===== src/rtl/rgb_gray_seq.sv =====
// ============================================================================
// Module   : rgb_gray_seq
// Purpose  : Sequenced RGB-to-gray converter with one shared coefficient MAC
//            and valid/ready handshakes on both sides.
// Revision : 1.0 - initial release
// ============================================================================
`default_nettype none

module rgb_gray_seq #(
  parameter int m = 8,
  parameter int n = 8
) (
  input  logic         clk,
  input  logic         rst,
  input  logic         in_valid,
  output logic         in_ready,
  input  logic [m-1:0] r,
  input  logic [m-1:0] g,
  input  logic [m-1:0] b,
  input  logic         mode,
  output logic         out_valid,
  input  logic         out_ready,
  output logic [n-1:0] y,
  output logic         busy
);

  localparam int c_AW   = m + 9;
  localparam int c_S    = 8 + m - n;
  localparam int c_HALF = 1 << (c_S - 1);
  localparam int c_MAX  = (1 << n) - 1;

  localparam logic [7:0] c_KR_CIE  = 8'd54;
  localparam logic [7:0] c_KG_CIE  = 8'd184;
  localparam logic [7:0] c_KB_CIE  = 8'd18;
  localparam logic [7:0] c_KR_NTSC = 8'd77;
  localparam logic [7:0] c_KG_NTSC = 8'd150;
  localparam logic [7:0] c_KB_NTSC = 8'd29;

  typedef enum logic [2:0] {
    S_IDLE  = 3'd0,
    S_ACC_R = 3'd1,
    S_ACC_G = 3'd2,
    S_ACC_B = 3'd3,
    S_OUT   = 3'd4
  } state_t;

  state_t            state_q;
  logic [c_AW-1:0]   acc_q;
  logic [m-1:0]      r_q, g_q, b_q;
  logic              mode_q;
  logic [n-1:0]      y_q;
  logic              out_valid_q;
  logic              busy_q;

  logic [7:0]        coef_d;
  logic [m-1:0]      op_d;
  logic [c_AW-1:0]   prod_d;
  logic [c_AW-1:0]   sum_d;
  logic [c_AW-1:0]   rnd_d;
  logic [c_AW-1:0]   scaled_d;
  logic [n-1:0]      y_d;
  logic              accept_d;

  assign in_ready  = (state_q == S_IDLE) | ((state_q == S_OUT) & out_ready);
  assign accept_d  = in_valid & in_ready;
  assign out_valid = out_valid_q;
  assign y         = y_q;
  assign busy      = busy_q;

  // One multiplier: coefficient and operand are steered by the current state.
  always_comb begin
    coef_d = 8'd0;
    op_d   = '0;
    case (state_q)
      S_ACC_R: begin
        coef_d = mode_q ? c_KR_NTSC : c_KR_CIE;
        op_d   = r_q;
      end
      S_ACC_G: begin
        coef_d = mode_q ? c_KG_NTSC : c_KG_CIE;
        op_d   = g_q;
      end
      S_ACC_B: begin
        coef_d = mode_q ? c_KB_NTSC : c_KB_CIE;
        op_d   = b_q;
      end
      default: begin
        coef_d = 8'd0;
        op_d   = '0;
      end
    endcase
    prod_d   = c_AW'(coef_d) * c_AW'(op_d);
    sum_d    = acc_q + prod_d;
    rnd_d    = sum_d + c_AW'(c_HALF);
    scaled_d = rnd_d >> c_S;
    y_d      = (scaled_d > c_AW'(c_MAX)) ? {n{1'b1}} : scaled_d[n-1:0];
  end

  always_ff @(posedge clk or posedge rst) begin
    if (rst) begin
      state_q     <= S_IDLE;
      acc_q       <= '0;
      r_q         <= '0;
      g_q         <= '0;
      b_q         <= '0;
      mode_q      <= 1'b0;
      y_q         <= '0;
      out_valid_q <= 1'b0;
      busy_q      <= 1'b0;
    end else begin
      case (state_q)
        S_IDLE: begin
          if (accept_d) begin
            r_q     <= r;
            g_q     <= g;
            b_q     <= b;
            mode_q  <= mode;
            acc_q   <= '0;
            busy_q  <= 1'b1;
            state_q <= S_ACC_R;
          end
        end
        S_ACC_R: begin
          acc_q   <= sum_d;
          state_q <= S_ACC_G;
        end
        S_ACC_G: begin
          acc_q   <= sum_d;
          state_q <= S_ACC_B;
        end
        S_ACC_B: begin
          y_q         <= y_d;
          out_valid_q <= 1'b1;
          state_q     <= S_OUT;
        end
        S_OUT: begin
          // Accepting the next pixel here is what gives 4-cycle throughput.
          if (out_ready) begin
            out_valid_q <= 1'b0;
            if (accept_d) begin
              r_q     <= r;
              g_q     <= g;
              b_q     <= b;
              mode_q  <= mode;
              acc_q   <= '0;
              state_q <= S_ACC_R;
            end else begin
              busy_q  <= 1'b0;
              state_q <= S_IDLE;
            end
          end
        end
        default: begin
          out_valid_q <= 1'b0;
          busy_q      <= 1'b0;
          state_q     <= S_IDLE;
        end
      endcase
    end
  end

endmodule

`default_nettype wire


===== config.mk =====
export PLATFORM = sky130hd
export DESIGN_NAME = rgb_gray_seq
export DESIGN_NICKNAME = d
export VERILOG_FILES = /design/src/rtl/rgb_gray_seq.sv
export SDC_FILE = /design/constraint.sdc
export NUM_CORES = 1
export LEC_CHECK = 0
export ABC_AREA = 0
export CAP_MARGIN = 40
export CORE_ASPECT_RATIO = 1.5
export CORE_MARGIN = 2
export CORE_UTILIZATION = 45
export CTS_CLUSTER_DIAMETER = 30
export DETAILED_ROUTE_END_ITERATION = 8
export PLACE_DENSITY = 0.72
export RECOVER_POWER = 25
export SYNTH_ARGS = -nofsm -noshare
export SYNTH_HDL_FRONTEND = slang
export SYNTH_SLANG_ARGS = --single-unit

===== constraint.sdc =====
create_clock -name clk -period 6.49 [get_ports clk]
set_input_delay 1.298 -clock clk [delete_from_list [all_inputs] [get_ports clk]]
set_output_delay 1.298 -clock clk [all_outputs]
set_load 0.02 [all_outputs]

After elaboration in Yosys (flattened, before gate mapping)
Index checks and enable logic that the tools add are counted.
W data, S select, Z words.
{ "op_classes": {"n_addsub": 2, "mul": 1, "order_cmp": 1, "n_eq_ne": 7, "mux": 31, "bitwise_logic": 5, "reduce_logical": 11} }
{ "ops": {"columns": ["op", "n"], "rows": [
  ["$mux W8", 7],
  ["$pmux W17 S3", 1],
  ["$pmux W8 S2", 3],
  ["$pmux W8 S3", 2],
  ["$mux W17", 2],
  ["$add A17 B16 Y17", 1],
  ["$add A17 B8 Y17 const B", 1],
  ["$mul A8 B8 Y16", 1],
  ["$pmux W3 S5", 1],
  ["$gt A9 B8 Y1 const B", 1],
  ["$reduce_and A2 Y1", 4],
  ["$mux W1", 7],
  ["$mux W7", 1],
  ["$eq A3 B2 Y1 const B", 2],
  ["$mux W3", 2],
  ["$mux W6", 1],
  ["$ne A2 B2 Y1 const B", 3],
  ["$pmux W1 S3", 2],
  ["$reduce_or A3 Y1", 2],
  ["$mux W4", 1],
  ["$reduce_and A4 Y1", 1],
  ["$eq A3 B1 Y1 const B", 1],
  ["$eq A3 B3 Y1 const B", 1],
  ["$logic_not A3 Y1", 1],
  ["other kinds (7)", 9]
]} }
{ "word_totals": {"register_bits": 55, "inputBits": 29, "output_inout_bits": 11, "elab_cells": 67} }

Depth between registers and ports, before layout
Gate-level depths: netlist (run 1).
{ "depth": {"depth_word": 7, "mapped_depth": 24, "ltp_nobuf": 23} }

Least setup slack after synthesis (run 1)
OpenSTA, ideal clock, no wires.
{ "synth_path": {"path_type": "register -> register", "start": "register state_q[0]", "end": "register y_q[7] (netlist: y[7])", "setup_time_ns": 0.131, "arrival_ns": 5.656, "required_time_ns": 6.359, "slack_ns": 0.703, "stages_incl_launch_ff": 22, "synth_period_minus_slack_ns": 5.787, "cell_sequence": "dfrtp_1 clkbuf_1 mux2_2 a22oi_1 or2_1 nor2_1 fa_1 fa_1 fa_1 inv_1 fa_1 inv_1 ha_1 buf_6 a21oi_4 a2bb2oi_4 a31oi_4 a311oi_4 and3_1 nand3_1 o41ai_1 o31ai_1"} }
{ "synth_between": {"elab_chain_cells": 7, "word_cells_on_any_way": 10, "classes_between": "2 x add/sub; 1 x mul; 1 x order compare; 3 x eq/ne; 3 x mux"} }
{ "synth_lines": {"columns": ["element", "line_no", "text"], "rows": [
  ["start, declared", "47", "state_t state_q;"],
  ["start signal, assigned", "101", "state_q <= S_IDLE;"],
  ["start signal, assigned", "120", "state_q <= S_ACC_R;"],
  ["start signal, assigned", "125", "state_q <= S_ACC_G;"],
  ["$eq A3 B2 Y1 (tied with other cells)", "74, 111", null],
  ["$pmux W8 S3", "74", "case (state_q)"],
  ["$mul A8 B8 Y16", "92", "prod_d = c_AW'(coef_d) * c_AW'(op_d);"],
  ["$add A17 B16 Y17", "93", "sum_d = acc_q + prod_d;"],
  ["$add A17 B8 Y17", "94", "rnd_d = sum_d + c_AW'(c_HALF);"],
  ["$gt A9 B8 Y1", "96", "y_d = (scaled_d > c_AW'(c_MAX)) ? {n{1'b1}} : scaled_d[n-1:0];"],
  ["$mux W8", "96", null],
  ["end signal, assigned", "132", "y_q <= y_d;"],
  ["end, declared", "51", "logic [n-1:0] y_q;"]
]} }
Several ways; a longest one is shown, not always the timed one.
A chain may end at the register's enable or synchronous reset.

Worst setup path after layout (run 1)
{ "layout_path": {"start": "register state_q[1]", "end": "register y_q[2] (netlist: y[2])"} }
Same word-level chain as after synthesis.

==> impl_metrics.json, run 1 <==
{
  "drt-pass1-iter-count": 4,
  "yosysTopAreaCellShare": 0.2556,
  "cts_buffer_depth": 2,
  "synth_edf_count": 0,
  "via_count": 3996,
  "fin_ws_ns": 0.3796,
  "yosys-top-cells-count": "inv_1, dfrtp_1, fa_1",
  "yosys_warnings": 0,
  "endpoint_kind": "flip-flop",
  "die-height_microns": 138.0,
  "areaGrowthSynthToFinish_pct": 14.59,
  "dp_worst_setup_slack_ns": 0.1169,
  "overflow": 0,
  "clock_tree.root_cell": "clkbuf_16",
  "syn_area_sq_mm": 0.005385,
  "nNetsFinal": 720,
  "grt_max_degree": 56,
  "io_buffers": 39,
  "drtAntennaViolNets": 0,
  "arrival_ns": 6.27,
  "h-tree-depth": 2,
  "status": "finished with violations",
  "wl_per_cell_microns": 15.48,
  "cts_sinks": 55,
  "rsz0062_at_grt": "no",
  "cts_tree": "done",
  "antennaDiodeCount": 0,
  "synth_ff_type": "dfrtp_1",
  "gp_congestion": 0.9046,
  "timing.fmax_mhz": 163.7,
  "post-route-drc-count": 0,
  "worstMarginPinSlew_ns": 3.097,
  "yosysMostFrequentCell": "inv_1",
  "min_period_over_period": 0.9415,
  "grt_first_pass_wirelength_microns": 19540,
  "yosysSeqAreaShare": 0.2556,
  "yosysUniqueCellTypes": 60,
  "num-fill-cells": 1038,
  "slew_headroom": -1.065,
  "path_max_fanout": 15,
  "viasPerCell": 5.307,
  "syn-num-nets": 678,
  "routed_wl_microns": 11660,
  "hpwl_microns": 9400,
  "multi_input_area_sq_mm": 0.003556,
  "cts-hold-fix-buffers": 0,
  "grtUsageTotal": 0.1946,
  "reg2reg_slack_ns": 0.38,
  "r2r_end": "y[2]$_DFFE_PP0N_",
  "die_area_sq_mm": 0.01288,
  "antenna_found_initial": 0,
  "clock_latency_ns": 0.30,
  "violations": "max-capacitance violations, max-slew violations",
  "skew_ns": 0.006795,
  "start_util": 0.4646,
  "ys_ff_latch": 55,
  "finalCriticalPeriod_ns": 6.110,
  "reg2reg_depth": 20,
  "cp_data_required_time_ns": 6.65,
  "hp-class": "reg -> reg",
  "synth_area_per_cell_sq_um": 9.616,
  "drtIter0Drc": 200,
  "ios": 40,
  "clkSlewWorstSetupHoldPaths_ns": 0.08,
  "synth_area_leader_cell": "dfrtp_1",
  "setup.worst_path.end": "y[2]$_DFFE_PP0N_",
  "core-area_sq_mm": 0.01159,
  "cp-startpoint": "state_q[1]$_DFFE_PP0P_",
  "timing.hold.ws_ns": 0.4889,
  "fp-row-count": 48,
  "drv_cap": 1,
  "syn_inst": 560,
  "die_x_microns": 93.32,
  "grt_pass1_vias": 4169,
  "seq_area_sq_mm": 0.001378,
  "r2r_start": "state_q[1]$_DFFE_PP0P_",
  "setup_viol": 0,
  "hold_viol_final": 0,
  "cts_buffers": 5,
  "tns_ns": 0,
  "synthTopCellsByArea": "dfrtp_1, fa_1, ha_1",
  "drive_gt1_frac": 0.1327,
  "synth_async_sr_flop_share": 1.000,
  "cp-start-kind": "flip-flop",
  "worstSetupPathType": "reg -> reg",
  "drv_slew": 56
}
==> worst max-delay path, stage by stage, from the launching register on <==
cell and delay [ns]:
dfrtp_1 0.60, nand2b_1 0.20, a21o_2 0.29, inv_1 0.09, nand2b_1 0.21, nor2_1 0.11, fa_1 0.59, fa_1 0.46
fa_1 0.56, inv_1 0.06, fa_1 0.53, inv_1 0.04, ha_1 0.43, and2_2 0.28, o2111ai_4 0.19, a31oi_4 0.23
mux2i_1 0.27, nor2_1 0.16, nor4_4 0.34, xnor2_2 0.20, a31oi_1 0.14
==> cells by family (layout without fill, tap and decap cells) <==
logic type	Yosys count	after routing	synth area share
AOI/OAI and AO/OA	77	77	0.1201
xor gates and xnor gates	16	16	0.02742
adders and majority gates	89	89	0.2765
buffers and inverters	121	164	0.08713
DFF	55	55	0.2556
muxes	36	36	0.07481
and+or+nand+nor	166	166	0.1585
==> repair_timing <==
action | in CTS | in global routing
endpoints found under the setup margin | 0 | 8
buffers inserted | 0 | 3
hold endpoints to repair | 0 | 0
gates resized for setup | 0 | 6
==> registers in the layout, summed over array words and instances, names as in the netlist, 3 cells and up <==
name	count
acc_q	17
b_q	8
g_q	8
r_q	8
state_q	3
y	8
==> cells in the final DEF, fill, tap and decap left out, types with 5 or more instances in the layout <==
cell / netlist / final
clkbuf_16: 0 / 5
nand2b_1: 9 / 9
and2_1: 16 / 16
a22o_1: 10 / 10
nand2_1: 37 / 37
mux2_2: 34 / 34
dfrtp_1: 55 / 54
fa_1: 50 / 50
xnor2_1: 10 / 10
ha_1: 39 / 39
or3_1: 9 / 9
or2_1: 6 / 7
a22oi_1: 7 / 6
nor3_1: 6 / 6
nand3_1: 11 / 11
a31oi_1: 6 / 6
clkdlybuf4s50_1: 0 / 37
buf_4: 1 / 12
o21ai_0: 13 / 13
inv_1: 101 / 100
a21oi_1: 10 / 10
a21o_1: 6 / 5
nor2_1: 46 / 45
==> routing by layer <==
layer / global-route usage / up-vias / part of all wire
met3: 0.01522 / 19 / 0.017
li1: - / 1913 / -
met1: 0.2227 / 2006 / 0.38
met2: 0.3729 / 58 / 0.57
met4: 0.07271 / 0 / 0.029
met5: 0 / - / 0
==> per-stage QoR <==
stage / area (sq um) / std cells / util
after global placement: 5976 / 741 / 0.5155
after CTS: 6138 / 750 / 0.5296
after detailed placement: 5991 / 742 / 0.5168
final: 6171 / 753 / 0.5324
after floorplan: 5385 / 560 / -
after global routing: 6171 / 753 / 0.5324
==> worst min-delay path by stage <==
stage / from / endpoint / slack, ns / cells past startpoint
final: y[6]$_DFFE_PP0N_ / y[6]$_DFFE_PP0N_ / 0.49 / 2
after global routing: out_valid$_DFFE_PP0P_ / out_valid$_DFFE_PP0P_ / 0.52 / 2
after CTS: out_valid$_DFFE_PP0P_ / out_valid$_DFFE_PP0P_ / 0.50 / 2
after detailed placement: out_valid$_DFFE_PP0P_ / out_valid$_DFFE_PP0P_ / 0.47 / 2
after global placement: acc_q[5]$_DFFE_PP0P_ / acc_q[5]$_DFFE_PP0P_ / 0.47 / 2
after floorplan: acc_q[14]$_DFFE_PP0P_ / acc_q[14]$_DFFE_PP0P_ / 0.45 / 2
==> layout make-up <==
class,instances,area share
clock inverter,3,0.003650
inverter,101,0.06144
clock buffer,5,0.02028
timing repair buffer,55,0.08475
tap,150,0.03041
multi-input combinational,384,0.5762
sequential,55,0.2232
Power of run 1 is left out: the tool's default activity adds up to more than one toggle a clock period on the data nets, which glitch-free logic cannot reach.
==> run 2, diff against run 1 <==
GPL_TIMING_DRIVEN = 0   (was default)
PLACE_DENSITY = 0.74   (was 0.72)
clock period = 5.4 ns   (was 6.49 ns; I/O delays follow)
==> run 2 against run 1 <==
- the flow finishes with violations (negative setup slack)
- non-clock buffer count grew 53
- global-route usage grew 1.5 points
- die area is the same
- critical path depth grew 3
- register-to-register slack lost 0.63 ns
- first-iteration DRC count grew 32%
- core utilization grew 7.8 points
- hold slack lost 0.0024 ns
- count of clock-buffer cells in the layout is the same
- clock skew grew 0.0015 ns
- cell count grew 7.0%
- maximum frequency grew 8.1%
- critical path type unchanged
- critical endpoint is now y[7]$_DFFE_PP0N_
==> impl_metrics.json, run 2 (synthesis gave the netlist of run 1 again) <==
{
  "hold_viol_final": 0,
  "ios": 40,
  "cp_slowest_cell": "fa_1",
  "tns_ns": -1.957,
  "violations": "negative setup slack",
  "largest_reg_flops": 17,
  "placedInstanceArea_sq_mm": 0.006170,
  "setup_viol": 8,
  "final_cell_mix": "inv_1, dfrtp_1, buf_4, fa_1, clkdlybuf4s50_1",
  "cts-hold-fix-buffers": 0,
  "routed_wl_microns": 13200,
  "min_path_cells": 2,
  "reg2reg_depth": 23,
  "busiest_layer": "met2",
  "die-height_microns": 138.0,
  "clock_latency_ns": 0.31,
  "arrival_ns": 5.83,
  "gp_congestion": 0.8905,
  "clock_tree.root_cell": "clkbuf_16",
  "cp_data_required_time_ns": 5.58,
  "final_common_cell": "inv_1",
  "core-area_sq_mm": 0.01159,
  "crit_chain": "buf_8, mux2_4, a22oi_2, or2_4, buf_4, nor2_2, fa_1, fa_2, fa_1, inv_1, fa_1, inv_1, ha_4, buf_6, and2_4, o2111ai_4, buf_6, a311oi_4, buf_4, and3_1, nand3_1, o41ai_2, o31ai_1",
  "nNetsFinal": 773,
  "cts_sinks": 55,
  "cts_buffer_depth": 2,
  "finalCriticalPeriod_ns": 5.652,
  "cts_buffers": 5,
  "slew_headroom": 0.2765,
  "areaGrowthSynthToFinish_pct": 31.37,
  "hpwl_microns": 9960,
  "overflow": 0,
  "dp_worst_setup_slack_ns": -0.6867,
  "largest-register": "acc_q",
  "endpoint_kind": "flip-flop",
  "drv_slew": 0,
  "crit_family": "adder cells",
  "drive_gt1_frac": 0.3171,
  "via_count": 4307,
  "grtUsageTotal": 0.2093,
  "antennaDiodeCount": 0,
  "h-tree-depth": 2,
  "timing.fmax_mhz": 176.9,
  "drtIter0Drc": 264,
  "crit_path_frequent_cell": "fa_1",
  "grt_use_met2": 0.3857,
  "grt_pass1_vias": 4458,
  "critical-path-max-stage-delay_ns": 0.54,
  "design_area_sq_mm": 0.007074,
  "worstMarginPinSlew_ns": 1.084,
  "path_depth": 23,
  "path_buf_inv": 7,
  "path_max_fanout": 8,
  "antenna_found_initial": 0,
  "skew_ns": 0.008277,
  "grt_max_degree": 30,
  "cts_tree": "done",
  "die_area_sq_mm": 0.01288,
  "use_met3": 0.01467,
  "post-route-drc-count": 0,
  "grt.met1_usage": 0.2504,
  "cp-start-kind": "flip-flop",
  "grt_first_pass_wirelength_microns": 21020,
  "status": "finished with violations",
  "fin_ws_ns": -0.2517,
  "drt-pass1-iter-count": 5,
  "rsz0062_at_grt": "yes",
  "wl_per_cell_microns": 16.37,
  "io_buffers": 39,
  "fp-row-count": 48,
  "clkSlewWorstSetupHoldPaths_ns": 0.08,
  "start_util": 0.4646,
  "die_x_microns": 93.32,
  "min_period_over_period": 1.047,
  "worstSetupPathType": "reg -> reg",
  "viasPerCell": 5.344,
  "drtAntennaViolNets": 0,
  "hp-class": "reg -> reg",
  "drv_cap": 0
}
-- run 2: cell count changes in the layout (fill, tap and decap cells not counted), moves of 7 or more --
cell | previous run | this run
ha_1 | 39 | 30
buf_4 | 12 | 49
inv_2 | 0 | 7
or2_4 | 0 | 8
ha_4 | 0 | 7
nor2_1 | 45 | 34
-- run 2: final timing paths --
kind | startpoint | endpoint | slack (ns)
setup / recovery | state_q[0]$_DFFE_PP0P_ | y[7]$_DFFE_PP0N_ | -0.25
setup reg to reg | state_q[0]$_DFFE_PP0P_ | y[7]$_DFFE_PP0N_ | -0.25
min in group asynchronous | rst | r_q[6]$_DFFE_PP0P_ | 1.48
hold / removal | out_valid$_DFFE_PP0P_ | out_valid$_DFFE_PP0P_ | 0.49
max in group asynchronous | rst | y[5]$_DFFE_PP0N_ | 3.20
hold reg to reg | out_valid$_DFFE_PP0P_ | out_valid$_DFFE_PP0P_ | 0.49
-- run 2: repair_timing --
action | 4_1_cts | 5_1_grt
resized for setup | 46 | 53
cloned | 1 | 0
buffers inserted | 27 | 23
pin swaps | 44 | 64
setup endpoints to repair | 14 | 12
-- run 2: worst reg2reg max path, cell delays in order (launching register included) --
cell	delay, ns
dfrtp_2	0.50
buf_8	0.16
mux2_4	0.29
a22oi_2	0.20
or2_4	0.18
buf_4	0.12
nor2_2	0.04
fa_1	0.54
fa_2	0.44
fa_1	0.51
inv_1	0.05
fa_1	0.47
inv_1	0.06
ha_4	0.26
buf_6	0.12
and2_4	0.17
o2111ai_4	0.17
buf_6	0.17
a311oi_4	0.27
buf_4	0.20
and3_1	0.17
nand3_1	0.11
o41ai_2	0.23
o31ai_1	0.10
-- run 2: metal layers --
| metal | routed length (microns) | vias to the layer above | part of all wire |
|---|---|---|---|
| met2 | 7417 | 70 | 0.56 |
| met3 | 216 | 28 | 0.016 |
| met5 | 0 | - | 0 |
| li1 | - | 2025 | - |
| met1 | 5156 | 2184 | 0.39 |
| met4 | 405 | 0 | 0.031 |
-- run 2: layout make-up --
class / count / area, sq um
well taps: 150 / 187.7
fillers: 922 / 4517
clock buffers: 5 / 125.1
flip-flops and latches: 55 / 1379
repair buffers: 91 / 804.5
multi-input cells: 384 / 4044
plain buffers: 17 / 132.6
clock inverters: 3 / 22.52
inverters: 101 / 379.1
-- run 2: stage by stage --
stage	hold slack, ns	util	cells
5_1_grt	0.5176	0.6103	806
6_report	0.4864	0.6103	806
3_3_place_gp	0.4689	0.5305	749
3_5_place_dp	0.4682	0.5323	750
4_1_cts	0.4906	0.5805	786
2_1_floorplan	0.4498	-	560
Power of run 2 is left out for the same reason.
